**config.mk**
```make
export PLATFORM = sky130hd
export DESIGN_NAME = ps2_key_receiver
export DESIGN_NICKNAME = d
export VERILOG_FILES = /design/src/rtl/ps2_key_receiver_pkg.sv /design/src/rtl/ps2_key_receiver_input_filter.sv /design/src/rtl/ps2_key_receiver.sv
export SDC_FILE = /design/constraint.sdc
export NUM_CORES = 1
export LEC_CHECK = 0
export CAP_MARGIN = 20
export CORE_MARGIN = 2
export CORE_UTILIZATION = 53
export DETAILED_ROUTE_END_ITERATION = 8
export HOLD_SLACK_MARGIN = 0.02
export PLACE_DENSITY = 0.77
export SETUP_SLACK_MARGIN = 0.15
export SYNTH_ARGS = -nofsm -noshare
export SYNTH_HDL_FRONTEND = slang
export SYNTH_SLANG_ARGS = --single-unit
```
**constraint.sdc**
```tcl
create_clock -name clock -period 1.85 [get_ports clock]
set_input_delay 0.185 -clock clock [delete_from_list [all_inputs] [get_ports clock]]
set_output_delay 0.185 -clock clock [all_outputs]
set_load 0.05 [all_outputs]
```
**src/rtl/ps2_key_receiver_pkg.sv**
```systemverilog
// ============================================================================
//  Module      : ps2_key_receiver_pkg
//  Description : Shared scan-code constants and frame FSM encoding for the
//                PS/2 keyboard receive front end.
//  Revision    : 1.0 - initial release
// ============================================================================
`default_nettype none

package ps2_key_receiver_pkg;

    localparam logic [7:0] SC_EXTENDED = 8'hE0;
    localparam logic [7:0] SC_BREAK    = 8'hF0;
    localparam logic [7:0] SC_SPACE    = 8'h29;

    typedef enum logic [1:0] {
        ST_IDLE   = 2'd0,
        ST_DATA   = 2'd1,
        ST_PARITY = 2'd2,
        ST_STOP   = 2'd3
    } frame_state_e;

endpackage

`default_nettype wire

```
**src/rtl/ps2_key_receiver_input_filter.sv**
```systemverilog
// ============================================================================
//  Module      : ps2_key_receiver_input_filter
//  Description : Synchronizes PS2_CLK/PS2_DAT, deglitches the clock line and
//                emits a one-cycle pulse on each filtered falling edge.
//  Revision    : 1.0 - initial release
// ============================================================================
`default_nettype none

module ps2_key_receiver_input_filter #(
    parameter int FILTER_LEN = 4
) (
    input  logic clock,
    input  logic reset,
    input  logic ps2_clk_raw,
    input  logic ps2_dat_raw,
    output logic clk_fall,
    output logic dat_sync
);

    logic       clk_meta_q, clk_sync_q;
    logic       dat_meta_q, dat_sync_q;
    logic       filt_q, filt_d;
    logic [3:0] cnt_q, cnt_d;
    logic       fall_q, fall_d;

    // The filtered level only follows the synced line after FILTER_LEN
    // consecutive disagreeing samples; any agreement restarts the count.
    always_comb begin
        filt_d = filt_q;
        cnt_d  = 4'd0;
        fall_d = 1'b0;
        if (clk_sync_q != filt_q) begin
            if (cnt_q == 4'(FILTER_LEN - 1)) begin
                filt_d = clk_sync_q;
                fall_d = filt_q;
            end else begin
                cnt_d = cnt_q + 4'd1;
            end
        end
    end

    always_ff @(posedge clock) begin
        if (reset) begin
            clk_meta_q <= 1'b1;
            clk_sync_q <= 1'b1;
            dat_meta_q <= 1'b1;
            dat_sync_q <= 1'b1;
            filt_q     <= 1'b1;
            cnt_q      <= 4'd0;
            fall_q     <= 1'b0;
        end else begin
            clk_meta_q <= ps2_clk_raw;
            clk_sync_q <= clk_meta_q;
            dat_meta_q <= ps2_dat_raw;
            dat_sync_q <= dat_meta_q;
            filt_q     <= filt_d;
            cnt_q      <= cnt_d;
            fall_q     <= fall_d;
        end
    end

    assign clk_fall = fall_q;
    assign dat_sync = dat_sync_q;

endmodule

`default_nettype wire

```
**src/rtl/ps2_key_receiver.sv**
```systemverilog
// ============================================================================
//  Module      : ps2_key_receiver
//  Description : PS/2 frame deframer plus scan-code set 2 make/break/extended
//                decoder holding the currently pressed key.
//  Revision    : 1.0 - initial release
// ============================================================================
`default_nettype none

module ps2_key_receiver
    import ps2_key_receiver_pkg::*;
#(
    parameter int FILTER_LEN     = 4,
    parameter int TIMEOUT_CYCLES = 50000
) (
    input  logic       clock,
    input  logic       reset,
    input  logic       PS2_CLK,
    input  logic       PS2_DAT,
    output logic [7:0] last_key_received,
    output logic       key_valid,
    output logic       key_pressed,
    output logic       key_extended,
    output logic       frame_error
);

    localparam int TW = $clog2(TIMEOUT_CYCLES + 1);

    logic fall, dat;

    ps2_key_receiver_input_filter #(
        .FILTER_LEN (FILTER_LEN)
    ) u_filter (
        .clock       (clock),
        .reset       (reset),
        .ps2_clk_raw (PS2_CLK),
        .ps2_dat_raw (PS2_DAT),
        .clk_fall    (fall),
        .dat_sync    (dat)
    );

    frame_state_e  state_q, state_d;
    logic [3:0]    bitcnt_q, bitcnt_d;
    logic [7:0]    shift_q, shift_d;
    logic          parity_q, parity_d;
    logic [TW-1:0] tmo_q, tmo_d;
    logic          ext_q, ext_d, brk_q, brk_d;
    logic [7:0]    last_q, last_d;
    logic          valid_q, valid_d, pressed_q, pressed_d;
    logic          extended_q, extended_d, ferr_q, ferr_d;

    always_comb begin
        state_d    = state_q;
        bitcnt_d   = bitcnt_q;
        shift_d    = shift_q;
        parity_d   = parity_q;
        tmo_d      = tmo_q;
        ext_d      = ext_q;
        brk_d      = brk_q;
        last_d     = last_q;
        valid_d    = 1'b0;
        pressed_d  = pressed_q;
        extended_d = extended_q;
        ferr_d     = 1'b0;

        if (fall) begin
            tmo_d = '0;
            case (state_q)
                ST_IDLE: begin
                    if (!dat) begin
                        state_d  = ST_DATA;
                        bitcnt_d = 4'd0;
                    end
                end
                ST_DATA: begin
                    shift_d  = {dat, shift_q[7:1]};
                    bitcnt_d = bitcnt_q + 4'd1;
                    if (bitcnt_q == 4'd7) state_d = ST_PARITY;
                end
                ST_PARITY: begin
                    parity_d = dat;
                    state_d  = ST_STOP;
                end
                default: begin
                    state_d = ST_IDLE;
                    if ((^{shift_q, parity_q}) && dat) begin
                        if (shift_q == SC_EXTENDED) begin
                            ext_d = 1'b1;
                        end else if (shift_q == SC_BREAK) begin
                            brk_d = 1'b1;
                        end else begin
                            valid_d    = 1'b1;
                            pressed_d  = !brk_q;
                            extended_d = ext_q;
                            if (!brk_q)                last_d = shift_q;
                            else if (shift_q == last_q) last_d = 8'h00;
                            ext_d = 1'b0;
                            brk_d = 1'b0;
                        end
                    end else begin
                        // Drop any pending prefix so it cannot attach to a later byte
                        ferr_d = 1'b1;
                        ext_d  = 1'b0;
                        brk_d  = 1'b0;
                    end
                end
            endcase
        end else if (state_q == ST_IDLE) begin
            tmo_d = '0;
        end else if (tmo_q == TW'(TIMEOUT_CYCLES - 1)) begin
            // Stalled mid-frame: abort the partial byte, prefixes survive
            ferr_d  = 1'b1;
            state_d = ST_IDLE;
            tmo_d   = '0;
        end else begin
            tmo_d = tmo_q + TW'(1);
        end
    end

    always_ff @(posedge clock) begin
        if (reset) begin
            state_q    <= ST_IDLE;
            bitcnt_q   <= 4'd0;
            shift_q    <= 8'h00;
            parity_q   <= 1'b0;
            tmo_q      <= '0;
            ext_q      <= 1'b0;
            brk_q      <= 1'b0;
            last_q     <= 8'h00;
            valid_q    <= 1'b0;
            pressed_q  <= 1'b0;
            extended_q <= 1'b0;
            ferr_q     <= 1'b0;
        end else begin
            state_q    <= state_d;
            bitcnt_q   <= bitcnt_d;
            shift_q    <= shift_d;
            parity_q   <= parity_d;
            tmo_q      <= tmo_d;
            ext_q      <= ext_d;
            brk_q      <= brk_d;
            last_q     <= last_d;
            valid_q    <= valid_d;
            pressed_q  <= pressed_d;
            extended_q <= extended_d;
            ferr_q     <= ferr_d;
        end
    end

    assign last_key_received = last_q;
    assign key_valid         = valid_q;
    assign key_pressed       = pressed_q;
    assign key_extended      = extended_q;
    assign frame_error       = ferr_q;

endmodule

`default_nettype wire

```
==> metrics <==
Post-Syn Area 0.00256 mm²; Post-Syn Nets 295; path type of the worst setup path flip-flop to flip-flop; GRT Util Overall 19.3%; cell area after layout 0.00314 mm²; max_slew headroom 66.1%; vias in the first global route 1,874; CP Max Fanout 2; cell internal pwr 0.00154 W; Yosys top cell area share 43.1%; worst-skew pair later-pin latency 300 ps; clock group share of total power 36.6%; total power 0.00193 W; Ports 16; Post-synth top flop dfxtp_1; PortBufs 15; Sw Share 20.1%; IR drop worst, VDD 0.000389 V; Ys Warns 0; worst hold endpoint u_filter.dat_sync$_SDFF_PP1_; Tcrit/Tclk final 96.3%; DRT Pass-1 Iters 4; Max Clk Rate 561 MHz; fin. max-slew vios 0; Post-synth ARST share 0%; Fin. Hold Viols 0; layout cells sized above 1 20.7%; setup slack, reg-to-reg 70 ps; GP Congestion 0.780; Comb pwr share 2.1%; setup_tns 0 ps; die span in y 73.4 µm; hold path depth 1; min-delay src u_filter.dat_meta_q$_SDFF_PP1_; WL final 5020 µm; time the worst path needs with I/O delays and setup 1780 ps; TritonCTS clock tree done; initial antenna violation count 0; Arr. time, crit path 1970 ps; commonest cells in the synthesized netlist 55 x dfxtp_1, 31 x nand2_1, 30 x nor2_1; clock skew 9.05 ps; crit path launch type flip-flop; DRT iter0 DRCs 119; Initial Utilization 54.5%; routed len/inst 13.6 µm; Sequential Power Share 61.3%; Seq/Total Area, Yosys 43.1%; maxcap violations 0; Min-Delay Path Class flip-flop to flip-flop; Root Buffer clkbuf_8; cell accounting for the most synthesized area dfxtp_1; count of cell types in the netlist 47; Cell Area, Placed 0.00289 mm²; CP endpoint kind flip-flop; clk buf depth 2; P&R area growth vs syn 22.9%; synthesis-stage register bit count 55; status complete, no violations; antenna-violating nets left 0; Post-synth EDFFs 0; final net count 325; CORE AREA 0.00469 mm²; Synth area leaders dfxtp_1 43%, xor2_1 5.8%, nand2_1 4.6%; full die area 0.00539 mm²; pin count of the biggest net entering global routing 47; # DRC 0; vias 1,992; Slew @ Worst Pin 507 ps; H-tree depth 2; PwrDens 614 mW/mm²; # rows 25; most common cell in the netlist dfxtp_1; Reg2Reg Depth 5; grt total ovfl 0; WP data required 2040 ps; RSZ-0062 raised after global routing true; net load switching power 0.000388 W; P_leak 1.23 nW; CTS sink cnt 55; Mapped Cells 283; slowest CP cell xnor3_2; hold_buf cts 0; CTS Buf Count 5; Non-Filler Instances 368; Antenna Cells 0; Worst R2R End brk_q$_SDFFE_PP0P_; Hold Slack 415 ps; Reg2Reg Launch Point shift_q[1]$_SDFFE_PP0P_; first-pass GRT wire length 8260 µm; Fill cells 365; Die Width 73.4 µm; Avg Vias per Cell 5.41; crit-path cells xor2_1 > xnor3_2 > xnor2_1 > a21oi_1 > nor4_1; Reg clk slew, reported paths 100 ps; Synth Area per Inst 9.03 µm²; Setup Viol. Count Final 0; Post-DP HPWL 3310 µm; largest stage delay on the critical path 490 ps; placed cell count 357
-- cells by family after synthesis --
family	Yosys count	synth area share (%)
xor+xnor	30	11.9
mux	4	1.71
flops	55	43.1
fa+ha+maj	8	3.92
buf+inv	29	4.94
simple gates	115	22.6
compound gates	42	11.8
-- routing by layer --
| layer | global-route usage (%) | vias up | routed length [µm] |
|---|---|---|---|
| met5 | 0 | - | 0 |
| met4 | 6.06 | 0 | 21 |
| met3 | 4.12 | 2 | 139 |
| met2 | 31.5 | 29 | 2470 |
| met1 | 25.3 | 936 | 2390 |
| li1 | - | 1025 | - |
-- sequential cells by signal, summed over array words and instances, names as in the netlist, 2 cells and up --
| signal | cells |
|---|---|
| bitcnt_q | 4 |
| last_key_received | 8 |
| shift_q | 8 |
| state_q | 2 |
| u_filter.cnt_q | 4 |
| tmo_q | 16 |
-- cell type report --
| type | instances | area, µm² | area share, % |
|---|---|---|---|
| Timing Repair Buffer | 34 | 314 | 10.0 |
| Tap cell | 54 | 67.6 | 2.15 |
| Sequential cell | 55 | 1120 | 35.8 |
| Inverter | 17 | 63.8 | 2.03 |
| Multi-Input combinational cell | 200 | 1470 | 46.9 |
| Clock buffer | 8 | 100 | 3.19 |
-- stage by stage --
stage / util (%) / worst slack, ps
floorplan: - / 153
global placement: 61.5 / 47.9
detailed placement: 61.5 / -15.5
CTS: 65.8 / 109
global route: 67.0 / 32.5
finish: 67.0 / 67.7
-- how the worst max path moves through the flow --
stage | from | end
final | shift_q[1]$_SDFFE_PP0P_ | brk_q$_SDFFE_PP0P_
after global routing | shift_q[2]$_SDFFE_PP0P_ | brk_q$_SDFFE_PP0P_
after CTS | shift_q[2]$_SDFFE_PP0P_ | key_extended$_SDFFE_PP0P_
after detailed placement | shift_q[6]$_SDFFE_PP0P_ | last_key_received[6]$_SDFFE_PP0P_
after global placement | shift_q[2]$_SDFFE_PP0P_ | last_key_received[4]$_SDFFE_PP0P_
after floorplan | shift_q[1]$_SDFFE_PP0P_ | last_key_received[0]$_SDFFE_PP0P_
-- worst max-delay path: cells and delay by family (launching register included) --
| kind | cells | cell delay [ps] |
|---|---|---|
| simple gates | 1 | 290 |
| xor+xnor | 3 | 890 |
| compound gates | 1 | 140 |
| flops | 1 | 350 |
-- timing repair --
| item | CTS | global route |
|---|---|---|
| pin swaps | 3 | 4 |
| cloned | 1 | 0 |
| buffers inserted | 1 | 1 |
| endpoints found under the setup margin | 17 | 35 |
| resized for setup | 27 | 16 |
-- placed cells by master (no fill, tap or decap), drive strengths merged, types with 2 or more instances in the layout --
cell type       n
and4            2
clkdlybuf4s50   7
nor3            3
xnor3           2
ha              8
or4             2
a2111oi         2
o21ai           4
nand2          31
nor2           30
or3             5
dfxtp          55
xnor2          10
o32ai           8
or2             6
xor2           17
buf            19
dlygate4sd2     4
nand4           2
inv            17
nor3b           3
mux2i           4
nor4            6
nand3          10
nand2b          8
a21oi          20
dlymetal6s2s    4
clkbuf          8
-- power groups by stage --
stage | clock (W) | sequential (W) | combinational [W]
floorplan | 0 | 0.00122 | 0.0000231
global placement | 0 | 0.00122 | 0.0000396
detailed placement | 0 | 0.00122 | 0.0000397
CTS | 0.000733 | 0.00119 | 0.0000401
global route | 0.000777 | 0.00118 | 0.0000443
finish | 0.000706 | 0.00118 | 0.0000405
Note: power is estimated with default switching activity, not from simulation.
